[src/rtl/iobuf_ctrl_if.sv]
// Handshake and address-buffer signals between the IO sequencer and its environment.
// The slave modport is the controller's view; master is the driver/bench view.
interface iobuf_ctrl_if #(
  parameter int unsigned AWIDTH = 16
);
  logic              Start;
  logic [AWIDTH-1:0] Num_Steps;
  logic              Stall;
  logic [1:0]        DBuf_Status;
  logic [AWIDTH-1:0] ABuf_Addr;
  logic              DBuf_Wea;
  logic              Ld_Valid;
  logic              Busy;
  logic              Done;

  modport slave (
    input  Start, Num_Steps, Stall, DBuf_Status,
    output ABuf_Addr, DBuf_Wea, Ld_Valid, Busy, Done
  );

  modport master (
    output Start, Num_Steps, Stall, DBuf_Status,
    input  ABuf_Addr, DBuf_Wea, Ld_Valid, Busy, Done
  );
endinterface

[src/rtl/iobuf_ctrl.sv]
// IO sequencer: walks the address buffer, turning each status word into a data-buffer
// store strobe or a load-valid pulse for the CGRA, then drains and signals Done.
module iobuf_ctrl #(
  parameter int unsigned DWIDTH = 32,
  parameter int unsigned AWIDTH = 16
) (
  input  logic        Clk,
  input  logic        Rst,
  iobuf_ctrl_if.slave bus
);

  if (DWIDTH == 0 || AWIDTH == 0) begin : g_bad_param
    $error("iobuf_ctrl: DWIDTH and AWIDTH must be non-zero");
  end

  localparam logic [1:0]        StsLoad  = 2'b01;
  localparam logic [1:0]        StsStore = 2'b10;
  localparam logic [1:0]        StsEnd   = 2'b11;
  localparam logic [AWIDTH-1:0] One      = AWIDTH'(1);

  typedef enum logic [1:0] {StIdle, StRun, StDrain, StFin} state_e;

  state_e            state_q, state_d;
  logic [AWIDTH-1:0] cnt_q, cnt_d;
  logic [AWIDTH-1:0] nsteps_q, nsteps_d;
  logic              v1_q, v1_d;
  logic              ld_q, ld_d;
  logic              busy_q, done_q;
  logic              issue, end_hit, last_issue;

  always_comb begin
    issue      = (state_q == StRun) && !bus.Stall;
    end_hit    = (state_q == StRun) && v1_q && (bus.DBuf_Status == StsEnd);
    last_issue = issue && (cnt_q == (nsteps_q - One));

    state_d  = state_q;
    cnt_d    = cnt_q;
    nsteps_d = nsteps_q;
    // An end marker kills the issue made in the same cycle.
    v1_d     = issue && !end_hit;
    ld_d     = v1_q && (bus.DBuf_Status == StsLoad);

    unique case (state_q)
      StIdle: begin
        if (bus.Start) begin
          nsteps_d = bus.Num_Steps;
          cnt_d    = '0;
          state_d  = (bus.Num_Steps == '0) ? StFin : StRun;
        end
      end
      StRun: begin
        if (issue) cnt_d = cnt_q + One;
        if (end_hit || last_issue) state_d = StDrain;
      end
      StDrain: begin
        if (!v1_q && !ld_q) state_d = StFin;
      end
      StFin: begin
        cnt_d   = '0;
        state_d = StIdle;
      end
      default: state_d = StIdle;
    endcase
  end

  always_ff @(posedge Clk) begin
    if (Rst) begin
      state_q  <= StIdle;
      cnt_q    <= '0;
      nsteps_q <= '0;
      v1_q     <= 1'b0;
      ld_q     <= 1'b0;
      busy_q   <= 1'b0;
      done_q   <= 1'b0;
    end else begin
      state_q  <= state_d;
      cnt_q    <= cnt_d;
      nsteps_q <= nsteps_d;
      v1_q     <= v1_d;
      ld_q     <= ld_d;
      busy_q   <= (state_d != StIdle);
      done_q   <= (state_d == StFin);
    end
  end

  assign bus.ABuf_Addr = cnt_q;
  assign bus.DBuf_Wea  = v1_q && !bus.Stall && (bus.DBuf_Status == StsStore);
  assign bus.Ld_Valid  = ld_q;
  assign bus.Busy      = busy_q;
  assign bus.Done      = done_q;

endmodule

[src/flat_wrapper.sv]
// flat-port wrapper written by rule: the top's interface ports become plain ports
module iobuf_ctrl_flat 
#(
  parameter int unsigned DWIDTH = 32,
  parameter int unsigned AWIDTH = 16
)
  (Clk, Rst, bus_Start, bus_Num_Steps, bus_Stall, bus_DBuf_Status, bus_ABuf_Addr, bus_DBuf_Wea, bus_Ld_Valid, bus_Busy, bus_Done);
  iobuf_ctrl_if #(.AWIDTH(AWIDTH)) bus_i ();
  input  logic Clk;
  input  logic Rst;
  input wire logic [$bits(bus_i.Start)-1:0] bus_Start;
  input wire logic [$bits(bus_i.Num_Steps)-1:0] bus_Num_Steps;
  input wire logic [$bits(bus_i.Stall)-1:0] bus_Stall;
  input wire logic [$bits(bus_i.DBuf_Status)-1:0] bus_DBuf_Status;
  output wire logic [$bits(bus_i.ABuf_Addr)-1:0] bus_ABuf_Addr;
  output wire logic [$bits(bus_i.DBuf_Wea)-1:0] bus_DBuf_Wea;
  output wire logic [$bits(bus_i.Ld_Valid)-1:0] bus_Ld_Valid;
  output wire logic [$bits(bus_i.Busy)-1:0] bus_Busy;
  output wire logic [$bits(bus_i.Done)-1:0] bus_Done;
  assign bus_i.Start = bus_Start;
  assign bus_i.Num_Steps = bus_Num_Steps;
  assign bus_i.Stall = bus_Stall;
  assign bus_i.DBuf_Status = bus_DBuf_Status;
  assign bus_ABuf_Addr = bus_i.ABuf_Addr;
  assign bus_DBuf_Wea = bus_i.DBuf_Wea;
  assign bus_Ld_Valid = bus_i.Ld_Valid;
  assign bus_Busy = bus_i.Busy;
  assign bus_Done = bus_i.Done;
  iobuf_ctrl #(.DWIDTH(DWIDTH), .AWIDTH(AWIDTH)) u_core (.Clk(Clk), .Rst(Rst), .bus(bus_i));
endmodule
[config.mk]
export PLATFORM = sky130hd
export DESIGN_NAME = iobuf_ctrl_flat
export DESIGN_NICKNAME = d
export VERILOG_FILES = /design/src/rtl/iobuf_ctrl_if.sv /design/src/rtl/iobuf_ctrl.sv /design/src/flat_wrapper.sv
export SDC_FILE = /design/constraint.sdc
export NUM_CORES = 1
export LEC_CHECK = 0
export CAP_MARGIN = 20
export CORE_ASPECT_RATIO = 1.2
export CORE_MARGIN = 2
export CORE_UTILIZATION = 50
export DETAILED_ROUTE_END_ITERATION = 10
export PLACE_DENSITY = 0.77
export SYNTH_ARGS = -nofsm -noshare
export SYNTH_HDL_FRONTEND = slang
export SYNTH_SLANG_ARGS = --single-unit
[constraint.sdc]
create_clock -name Clk -period 3.25 [get_ports Clk]
set_input_delay 0.8125 -clock Clk [delete_from_list [all_inputs] [get_ports Clk]]
set_output_delay 0.8125 -clock Clk [all_outputs]
set_load 0.005 [all_outputs]
### Word level (Yosys, flattened, before mapping)

Index checks and enable logic that the tools add are counted.

| cells by class | value |
|---|---|
| add/sub/neg operators | 2 |
| equality and inequality tests | 10 |
| mux-type cells | 8 |
| reductions and logical operators | 20 |

Operators with widths:

| kind | number |
|---|---|
| 16-bit one-hot mux with 3 select lines | 1 |
| 16-bit 2-to-1 mux | 2 |
| 16-bit by 1-bit adder with 16-bit output (second input constant) | 1 |
| 16-bit == test | 1 |
| 16-bit logical NOT | 1 |
| 16-bit by 1-bit subtractor with 16-bit output (second input constant) | 1 |
| 2-bit == test (second input constant) | 5 |
| 1-bit logical AND | 9 |
| 2-bit 2-to-1 mux | 4 |
| 2-bit one-hot mux with 4 select lines | 1 |
| 2-bit by 1-bit == test with 1-bit output (second input constant) | 2 |
| 1-bit logical NOT | 4 |
| 3-bit AND reduction | 1 |
| 3-bit nonzero test | 1 |
| 2-bit logical NOT | 1 |
| 2-bit by 1-bit inequality test with 1-bit output (second input constant) | 1 |
| 2-bit inequality test (second input constant) | 1 |
| 2-bit AND reduction | 1 |
| 2-bit nonzero test | 1 |
| 1-bit logical OR | 1 |

| storage, ports and cells | value |
|---|---|
| bits in registers | 38 |
| input port bits | 22 |
| output and inout port bits | 20 |
| logic and storage cells | 47 |

### Depth between registers and ports, before layout

| depth | value |
|---|---|
| depth after elaboration | 7 |
| gate-level depth with buffers | 9 |
| mapped depth without buffers | 9 |

### Worst setup path before layout

Ideal clock, no wire load.

| timing | value |
|---|---|
| path type | reg-to-reg |
| start point | reg u_core.nsteps_q[0] |
| end point | reg u_core.busy_q (netlist: u_core.bus.Busy) |
| library setup time | 125 ps |
| data arrival time | 2155 ps |
| data required time | 3125 ps |
| path slack | 969 ps |
| stages on the path, launching flop included | 9 |
| buffers on the path | 0 |
| period minus slack after synthesis | 2281 ps |
| cell sequence | dfxtp_1 -> inv_1 -> ha_1 -> or4b_4 -> nor3b_1 -> or4b_2 -> a2111oi_4 -> o32a_2 -> o21ai_2 |

| on the way | value |
|---|---|
| cells in the longest elaborated chain, start to end | 7 |

Ends and longest elaborated chain:

| element | line | RTL |
|---|---|---|
| start: declaration | iobuf_ctrl.sv:25 | `logic [AWIDTH-1:0] nsteps_q, nsteps_d;` |
| start signal: assignment | iobuf_ctrl.sv:78 | `nsteps_q <= nsteps_d;` |
| 16-bit by 1-bit subtractor with 16-bit output | iobuf_ctrl.sv:34 | `last_issue = issue && (cnt_q == (nsteps_q - One));` |
| 16-bit == test | iobuf_ctrl.sv:34 |  |
| 1-bit logical AND | iobuf_ctrl.sv:34 |  |
| 1-bit logical OR | iobuf_ctrl.sv:53 | `if (end_hit \|\| last_issue) state_d = StDrain;` |
| 2-bit 2-to-1 mux | iobuf_ctrl.sv:53 |  |
| 2-bit one-hot mux with 4 select lines | iobuf_ctrl.sv:43 | `unique case (state_q)` |
| 2-bit nonzero test | iobuf_ctrl.sv:81 | `busy_q <= (state_d != StIdle);` |
| end signal: assignment | iobuf_ctrl.sv:81 |  |
| end: declaration | iobuf_ctrl.sv:28 | `logic busy_q, done_q;` |

No other way between the ends.
A chain may end at the register's enable or synchronous reset.

### Final worst setup path

| timing | value |
|---|---|
| start point | in bus_DBuf_Status[1] |
| end point | out bus_DBuf_Wea |

| on the way | value |
|---|---|
| cells in the longest elaborated chain, start to end | 2 |

Ends and longest elaborated chain:

| element | line | RTL |
|---|---|---|
| start: declaration | flat_wrapper.sv:14 | `input wire logic [$bits(bus_i.DBuf_Status)-1:0] bus_DBuf_Status;` |
| 2-bit == test | iobuf_ctrl.sv:87 | `assign bus.DBuf_Wea = v1_q && !bus.Stall && (bus.DBuf_Status == StsStore);` |
| 1-bit logical AND | iobuf_ctrl.sv:87 |  |
| end: declaration | flat_wrapper.sv:16 | `output wire logic [$bits(bus_i.DBuf_Wea)-1:0] bus_DBuf_Wea;` |

No other way between the ends.

==> flow_summary.ini <==
[power_and_ir_drop]
switching_share_pct = 38.6
power.density_nw_per_um2 = 604
sequentialPowerShare_pct = 37.1
comb_power_share_pct = 42.8
p_sw_mw = 0.635
internal-power_mw = 1.01
power_mw = 1.64
p_leak_nw = 0.942
clkPwrFrac_pct = 20.1
vdd_drop_max_mv = 0.493

[clock_network]
numCtsBuffers = 5
hold_buffers = 0
clkTransAtPathRegs_ps = 70
post_cts_resized = 0
cts_tree = built
root_buffer = clkbuf_8
clock_latency_ps = 290
cts.sinks = 38
post-cts-setup-buffers = 0
clock_path_buffers = 2
h-tree-depth = 2

[logic_synthesis]
synth_area_sq_um = 2190
syn_inst = 268
synth_common_cells = nand2_1 (42), dfxtp_1 (38), nor2_1 (25)
synth_top_area_share_pct = 34.7
async_flop_share_pct = 0
synthFlopType = dfxtp_1
synthTopCellsByArea = dfxtp_1 (35%), nand2_1 (7.2%), xnor2_1 (7.2%)
synth_seq_cells = 38
synth_edf_count = 0
syn-num-nets = 296
yosys_warnings = 0
synth_cell_types = 48
avgSynthCellArea_sq_um = 8.17
seq_area_frac_synth_pct = 34.7
synth.most_common_cell = nand2_1
yosys.area.top_type = dfxtp_1

[worst_hold_path]
hold_class = flip-flop to flip-flop
hp-start = u_core.nsteps_q[15]
min_to = u_core.nsteps_q[15]
whs_path_depth = 2

[placement]
portBuffers = 41
hpwl_um = 3520
dpl_worst_slack_ps = 388
dp_cells = 355
postPlaceCellArea_sq_um = 2630
globalplace.congestion = 0.855

[floorplan]
initial_core_util_pct = 51.8
core_area_sq_um = 4230
die_x_um = 64.4
dieArea_sq_um = 4930
num_io_pins = 42
num_rows = 26
die_height_um = 76.5

[cells_and_area]
instances_no_fill = 363
area_growth_pct = 24.2
drive_above_1_share_pct = 5.86
diodes = 0
nets = 334
final_util_pct = 64.3
final_cell_area_sq_um = 2720

[run_status]
status = complete, no violations

[global_routing]
grt_pass1_vias = 1757
grt_pass1_wl_um = 8140
antenna_found_initial = 0
grt_util_all_layers_pct = 20.6
grt_start_max_net_pins = 21
overflow = 0

[sta]
setup_slack_ps = 390
min_period_ps = 2860
worst_pin_slew_ps = 533
timing.slew.headroom_pct = 64.5
rsz0062_at_grt = no
hold_viol = 0
finalSetupViolCount = 0
fmax_mhz = 350
fin_setup_tns_ps = 0
drv_slew = 0
finalCritPeriodShare_pct = 88.0
clock_skew_ps = 5.19
hold_ws_ps = 479

[setup_path]
r2r_end = u_core.bus.Done
worstRegToRegCells = 8
timing.rr.start = u_core.nsteps_q[0]
crit_required_ps = 2440
r2r_slack_ps = 700
cp_data_arrival_time_ps = 2050
crit_path_start = bus_DBuf_Status[1]
path_class = primary input to output pin
cp-end-kind = output pin
critPathMaxFanout = 3
cp-start-kind = primary input

[routing]
route.vias.total = 1996
postRouteWirelength_um = 4730
ant_nets = 0
drt-initial-drc-count = 120
drc = 0
dr.pass1.iters = 4
wl_per_cell_um = 13.0
avgViaCountPerCell = 5.50

[run]
cap_violations = 0
## worst max-delay path by stage
stage	to	depth (start not counted)
after global placement	bus_DBuf_Wea	4
after global routing	bus_DBuf_Wea	4
after detailed placement	bus_DBuf_Wea	4
final	bus_DBuf_Wea	4
after floorplan	u_core.bus.Busy	8
after CTS	bus_DBuf_Wea	4
## worst max-delay path: stages
cell and delay [ps]:
clkdlybuf4s50_1 510, nand2_1 70, nor3_1 130, clkdlybuf4s50_1 520
## placed cells by master, fill, tap and decap left out, drive strengths merged, types with 8 or more instances in the layout
cell	synthesis	routed
nand2	42	42
clkdlybuf4s50	0	41
dfxtp	38	38
nor2	25	25
a21oi	22	22
xnor2	18	18
xor2	14	14
nand3	8	8
nor4	8	8
o21ai	8	8
## power groups by stage
stage,registers (mW),clock network (mW),logic (mW)
after floorplan,0.590,0,0.564
after global placement,0.617,0,0.693
after detailed placement,0.619,0,0.693
after CTS,0.609,0.341,0.700
after global routing,0.620,0.358,0.784
final,0.610,0.331,0.702
## registers in the layout, summed over array words and instances (netlist names)
name / flops
u_core.bus.ABuf_Addr: 16
u_core.nsteps_q: 16
u_core.state_q: 2
u_core.bus.Busy: 1
u_core.bus.Done: 1
u_core.bus.Ld_Valid: 1
u_core.v1_q: 1
## layout make-up
cell class | count | area, sq um
timing repair buffer | 42 | 418
multi-input combinational | 214 | 1360
sequential | 38 | 761
clock buffer | 7 | 86.3
fill | 395 | 1510
tap | 56 | 70.1
inverter | 5 | 18.8
clock inverter | 1 | 5.00
## cell families after synthesis
group / count (synthesis) / synth area share, %
buffers and inverters: 16 / 3.14
adders and majority gates: 6 / 3.43
xor gates and xnor gates: 32 / 12.8
DFF: 38 / 34.7
and+or+nand+nor: 126 / 30.2
AOI/OAI and AO/OA: 49 / 15.1
muxes: 1 / 0.514
## layer usage
layer  routed length (um)  GRT usage (%)
met3                  180           4.43
met4                   59           6.38
met2                 2220           32.6
met5                    0              0
met1                 2270           27.8
No activity file was read; power rests on OpenSTA's default activity.
